[src/rtl/motion_pkg.sv]
// Shared types and constants for the motion-detection subtraction stage.
package motion_pkg;

  typedef enum logic [1:0] {
    MODE_CH0 = 2'd0,
    MODE_ANY = 2'd1,
    MODE_ALL = 2'd2,
    MODE_SUM = 2'd3
  } motion_mode_t;

  localparam int unsigned DEF_CH_W = 8;
  localparam int unsigned DEF_N_CH = 3;

  localparam logic MASK_ON  = 1'b1;
  localparam logic MASK_OFF = 1'b0;

  function automatic logic mask_bit(input logic motion);
    return motion ? MASK_ON : MASK_OFF;
  endfunction

endpackage

[src/rtl/chan_absdiff.sv]
// Unsigned absolute difference of one colour channel pair.
module chan_absdiff #(
  parameter int unsigned CH_W = 8
) (
  input  logic [CH_W-1:0] fr,
  input  logic [CH_W-1:0] bg,
  output logic [CH_W-1:0] diff
);

  logic [CH_W:0] delta;

  // The extra bit is the borrow: set when bg > fr, then negate.
  assign delta = {1'b0, fr} - {1'b0, bg};
  assign diff  = delta[CH_W] ? CH_W'(-delta) : delta[CH_W-1:0];

endmodule

[src/rtl/subtract_multi.sv]
// Two-stage background subtraction: per-channel abs diff, thresholded into a binary mask,
// with a per-frame motion-pixel count.
module subtract_multi
  import motion_pkg::*;
#(
  parameter int unsigned CH_W         = DEF_CH_W,
  parameter int unsigned N_CH         = DEF_N_CH,
  parameter int unsigned FRAME_PIXELS = 388800
) (
  input  logic                                  clock,
  input  logic                                  reset_n,
  input  logic [CH_W-1:0]                       threshold,
  input  logic [1:0]                            mode,
  output logic                                  bg_rd_en,
  input  logic                                  bg_empty,
  input  logic [N_CH*CH_W-1:0]                  bg_dout,
  output logic                                  fr_rd_en,
  input  logic                                  fr_empty,
  input  logic [N_CH*CH_W-1:0]                  fr_dout,
  output logic                                  out_wr_en,
  input  logic                                  out_full,
  output logic [N_CH*CH_W-1:0]                  out_din,
  output logic [$clog2(FRAME_PIXELS+1)-1:0]     motion_count,
  output logic                                  frame_done
);

  localparam int unsigned PIX_W = N_CH * CH_W;
  localparam int unsigned CNT_W = $clog2(FRAME_PIXELS + 1);
  localparam int unsigned SUM_W = CH_W + $clog2(N_CH) + 1;
  localparam logic [CNT_W-1:0] LAST_PIX = CNT_W'(FRAME_PIXELS - 1);

  logic                       s1_v, s2_v;
  logic [N_CH-1:0][CH_W-1:0]  diff_d, s1_diff;
  logic [PIX_W-1:0]           s2_mask;
  logic                       s2_motion;
  logic [CNT_W-1:0]           pix_acc, mot_acc;
  logic [CH_W-1:0]            thr_q;
  motion_mode_t               mode_q;
  logic                       adv, pop, push, motion_d;
  logic [N_CH-1:0]            gt;
  logic [SUM_W-1:0]           sum, thr_sum;

  for (genvar i = 0; i < N_CH; i++) begin : g_ch
    chan_absdiff #(.CH_W(CH_W)) u_absdiff (
      .fr   (fr_dout[i*CH_W +: CH_W]),
      .bg   (bg_dout[i*CH_W +: CH_W]),
      .diff (diff_d[i])
    );
  end

  // Pops are suppressed while reset is held so no FIFO data is lost.
  assign adv       = !s2_v || !out_full;
  assign pop       = reset_n && !bg_empty && !fr_empty && (!s1_v || adv);
  assign push      = s2_v && !out_full;
  assign bg_rd_en  = pop;
  assign fr_rd_en  = pop;
  assign out_wr_en = push;
  assign out_din   = s2_v ? s2_mask : '0;

  always_comb begin
    gt       = '0;
    sum      = '0;
    motion_d = 1'b0;
    for (int i = 0; i < N_CH; i++) begin
      gt[i] = s1_diff[i] > thr_q;
      sum   = sum + SUM_W'(s1_diff[i]);
    end
    thr_sum = SUM_W'(N_CH) * SUM_W'(thr_q);
    unique case (mode_q)
      MODE_CH0: motion_d = gt[0];
      MODE_ANY: motion_d = |gt;
      MODE_ALL: motion_d = &gt;
      MODE_SUM: motion_d = sum > thr_sum;
      default:  motion_d = gt[0];
    endcase
  end

  always_ff @(posedge clock or negedge reset_n) begin
    if (!reset_n) begin
      s1_v         <= 1'b0;
      s2_v         <= 1'b0;
      s1_diff      <= '0;
      s2_mask      <= '0;
      s2_motion    <= 1'b0;
      pix_acc      <= '0;
      mot_acc      <= '0;
      motion_count <= '0;
      frame_done   <= 1'b0;
      thr_q        <= '0;
      mode_q       <= MODE_CH0;
    end else begin
      if (adv) begin
        s2_v      <= s1_v;
        s2_motion <= motion_d;
        s2_mask   <= {PIX_W{mask_bit(motion_d)}};
      end
      if (pop) begin
        s1_v    <= 1'b1;
        s1_diff <= diff_d;
      end else if (adv) begin
        s1_v <= 1'b0;
      end
      // Decision parameters are frozen for a whole frame.
      if (pop && pix_acc == '0) begin
        thr_q  <= threshold;
        mode_q <= motion_mode_t'(mode);
      end
      frame_done <= 1'b0;
      if (push) begin
        if (pix_acc == LAST_PIX) begin
          frame_done   <= 1'b1;
          motion_count <= mot_acc + CNT_W'(s2_motion);
          pix_acc      <= '0;
          mot_acc      <= '0;
        end else begin
          pix_acc <= pix_acc + CNT_W'(1);
          mot_acc <= mot_acc + CNT_W'(s2_motion);
        end
      end
    end
  end

endmodule

[config.mk]
export PLATFORM = sky130hd
export DESIGN_NAME = subtract_multi
export DESIGN_NICKNAME = d
export VERILOG_FILES = /design/src/rtl/motion_pkg.sv /design/src/rtl/chan_absdiff.sv /design/src/rtl/subtract_multi.sv
export SDC_FILE = /design/constraint.sdc
export NUM_CORES = 1
export LEC_CHECK = 0
export ABC_AREA = 1
export CORE_ASPECT_RATIO = 2
export CORE_MARGIN = 3
export CORE_UTILIZATION = 40
export DETAILED_ROUTE_END_ITERATION = 7
export RECOVER_POWER = 25
export SETUP_SLACK_MARGIN = 0.02
export SYNTH_ARGS = -nofsm -noshare
export SYNTH_HDL_FRONTEND = slang
export SYNTH_HIERARCHICAL = 1
export SYNTH_SLANG_ARGS = --single-unit
[constraint.sdc]
create_clock -name clock -period 3.1 [get_ports clock]
set_input_delay 0.62 -clock clock [delete_from_list [all_inputs] [get_ports clock]]
set_output_delay 0.62 -clock clock [all_outputs]
set_load 0.01 [all_outputs]
==> impl_summary.txt <==
----------------------------------------------------
[Timing]
  Worst slew pin tran ... 1630 ps
  Number of max-slew violations in the final report ... 32
  Slack of the critical path ... -112 ps
  Maximum clock frequency ... 0.311 GHz
  Post-route minimum period ... 3210 ps
  Max_slew headroom ... -8.42%
  Final clock skew ... 9.00 ps
  Part of the cycle the worst path needs ... 104%
  Worst hold slack across all endpoints ... 456 ps
  Number of setup violations in the final report ... 1
  Number of endpoints with negative hold slack in the final report ... 0
  Setup repair after global routing missed its margin ... true
  TNS Setup ... -112 ps

[Status]
  Run status ... complete, but fails checks
  Violated checks ... max-capacitance violations, max-slew violations, negative setup slack

[Cells and area]
  Most used cells in the layout excluding fill and tap cells ... 305 x nand2_1, 174 x inv_1, 107 x clkdlybuf4s50_1, 95 x dfrtp_1, 79 x ha_1
  Most common library cell in the layout ignoring fill and taps ... nand2_1
  Synthesis-to-finish area growth ... 20.5%
  Post-layout util ... 49.6%
  Diodes inserted ... 0
  Share of final-layout standard cells stronger than drive strength 1 ... 12.4%
  Fin nets ... 1,384

[Detailed routing]
  DRT antenna net count ... 0
  Number of search-and-repair iterations in the first detailed-routing pass ... 4
  Remaining DRCs ... 0
  Via count normalized by instance count ... 4.82
  Overall routed net length ... 19,300 µm
  Total via count after detailed routing ... 7,194
  Violation count after the first detailed-route iteration ... 219
  Average wire per standard cell ... 12.9 µm

[Floorplanning]
  Die area ... 0.0225 mm²
  Core area ... 0.0201 mm²
  Number of placement rows ... 73
  Effective utilization at floorplan ... 41.1%
  Overall die height ... 209 µm
  Die width ... 108 µm
  I/O pin total ... 110

[Global route]
  M3 GR Usage ... 1.60%
  Met1 demand-to-capacity share in global routing ... 17.2%
  Largest net degree at the start of global routing ... 66
  Number of global-route vias before repair ... 7,364
  Overall track demand over capacity in global routing ... 18.1%
  Global-route wire length before repair ... 33,100 µm
  Most heavily used metal layer in global routing ... met2
  Global route total overflow ... 0
  Met2 GRT Util ... 37.0%
  Antenna violations before repair ... 0

[Synthesis]
  Post-Syn Nets ... 1,271
  Number of distinct library cell variants in the gate-level netlist after synthesis ... 46
  Top flip-flop cell by instance count after synthesis ... dfrtp_1
  Flop and latch count out of synthesis ... 95
  Cells after Synth ... 1,114
  Mapped Area ... 0.00826 mm²
  Proportion of synthesized chip area in sequential cells ... 28.8%
  Number of enable-type register cells in the synthesized netlist ... 0
  Avg Cell Area, Syn ... 7.42 µm²
  Yosys warning total ... 6
  Async set-reset flop share out of synthesis ... 100%

[Power]
  Total power divided by cell area ... 601 mW/mm²
  LEAKAGE ... 4.97 nW
  Largest voltage drop on the vdd net ... 335 µV

[CTS]
  CTS tree ... done
  Number of hold-repair buffers added at the cts stage ... 0
  Clock net sink count ... 95
  CTS H-Tree Depth ... 3
  Clk_lat worst skew ... 360 ps
  Clock tree buffer depth ... 2
  Clock tree root driver cell ... clkbuf_16
  TritonCTS Buffers ... 9
  Clock edge transition at the registers on the reported setup and hold paths ... 70 ps

[Hold path]
  Hold Path Cell Cnt ... 2
  Class of the tightest hold or removal check ... reg2reg

[Setup path]
  WP data arrival ... 3460 ps
  Critical Setup Path Class ... reg2reg
  Data required time of the worst path ... 3350 ps
  Minimum setup slack among reg-to-reg paths ... -110 ps
  Critical Path Start Type ... register
  Critical path endpoint category ... register
  CP Max Fanout ... 2
  Cell count of the worst reg-to-reg path ... 21

[Flow run]
  Max-cap viol count ... 1

[Placed design]
  Routability-driven placement congestion ratio ... 0.923
  Sum of net half-perimeters after detailed placement ... 16,300 µm
  I/O Buffers ... 109

----------------------------------------------------
==> worst paths after layout <==
check,start,to
setup / recovery,s1_diff[17],s2_mask[0]
hold / removal,s1_v,s2_v
setup reg to reg,s1_diff[17],s2_mask[0]
hold reg to reg,s1_v,s2_v
max in group asynchronous,reset_n,frame_done
min in group asynchronous,reset_n,motion_count[2]
==> cell families (layout without fill, tap and decap cells) <==
group	after synthesis	after routing	synth area share, %
AND/OR/NAND/NOR	517	517	30.4
adder cells (fa/ha/maj)	94	94	15.4
flip-flops	95	95	28.8
AO/OA/AOI/OAI	140	140	9.58
XOR/XNOR	35	35	3.71
buffers and inverters	233	351	12.2
==> metal layers <==
layer  share of wire, %  routed length, µm
met1                 35               6660
met2                 60              11500
met3                1.8                350
met4                4.2                803
met5                  0                  0
==> critical path: stages (launching register included) <==
cell and delay (ps):
dfrtp_1 360, inv_2 50, fa_1 530, inv_1 40, ha_2 190, fa_2 350, nand3_2 70, nand2_2 60
a21oi_2 110, o21bai_1 90, a21oi_1 140, nor2_1 60, ha_1 320, a21o_1 180, nor2_2 130, nand3_1 80
nand2_1 60, nand2_1 40, nor2_1 100, nor2_1 40, nand2_1 50, nand2_1 40
==> through the flow <==
step           instances  instance area (µm²)  worst slack [ps]  power, mW
6_report            1494                 9960              -112       5.99
3_3_place_gp        1471                 9600              -218       4.69
4_1_cts             1493                 9970              -163       6.02
2_1_floorplan       1114                 8270              31.4       3.89
3_5_place_dp        1471                 9600              -259       4.76
5_1_grt             1494                 9960              -319       6.57
==> flip-flops by register name, summed over array words and instances (netlist names) <==
signal and flops:
s1_v 1, s1_diff 24, s2_v 1, mode_q 2, motion_count 19, thr_q 8, mot_acc 19, s2_mask 1
frame_done 1, pix_acc 19
==> cell type report <==
cell class / count / area (µm²)
Tap cell: 262 / 328
Clock inverter: 7 / 73.8
Fill cell: 2075 / 10100
Inverter: 192 / 721
Sequential cell: 95 / 2380
Timing Repair Buffer: 143 / 1330
Multi-Input combinational cell: 786 / 4910
Clock buffer: 9 / 225
==> report_power, final <==
group          switching [mW]  internal, mW  total (mW)
Clock                   0.544         0.571        1.11
Combinational            1.74          1.41        3.15
Sequential              0.257          1.47        1.73
Total                    2.54          3.45        5.99
==> what timing repair did <==
item	in CTS	in global routing
pin swaps	12	13
setup endpoints to repair	1	1
gates resized for setup	9	2
setup buffers	6	1
==> synth_stat cells, drive strengths merged, types with 4 or more instances <==
cell | number | area (µm²)
a21oi | 48 | 255
o21a | 4 | 30.0
nor3 | 12 | 75.1
fa | 13 | 260
nand4 | 21 | 150
o22ai | 8 | 50.1
a31oi | 4 | 43.8
o21bai | 5 | 37.5
o21ai | 65 | 329
ha | 81 | 1010
clkinv | 5 | 18.8
clkbuf | 5 | 18.8
inv | 187 | 702
nor4 | 9 | 98.8
nor2 | 65 | 337
dfrtp | 95 | 2380
nand3 | 65 | 430
xor2 | 22 | 193
xnor2 | 13 | 114
nand3b | 5 | 37.5
buf | 36 | 267
nand2 | 336 | 1350
Power figures use the tool's default switching activity.
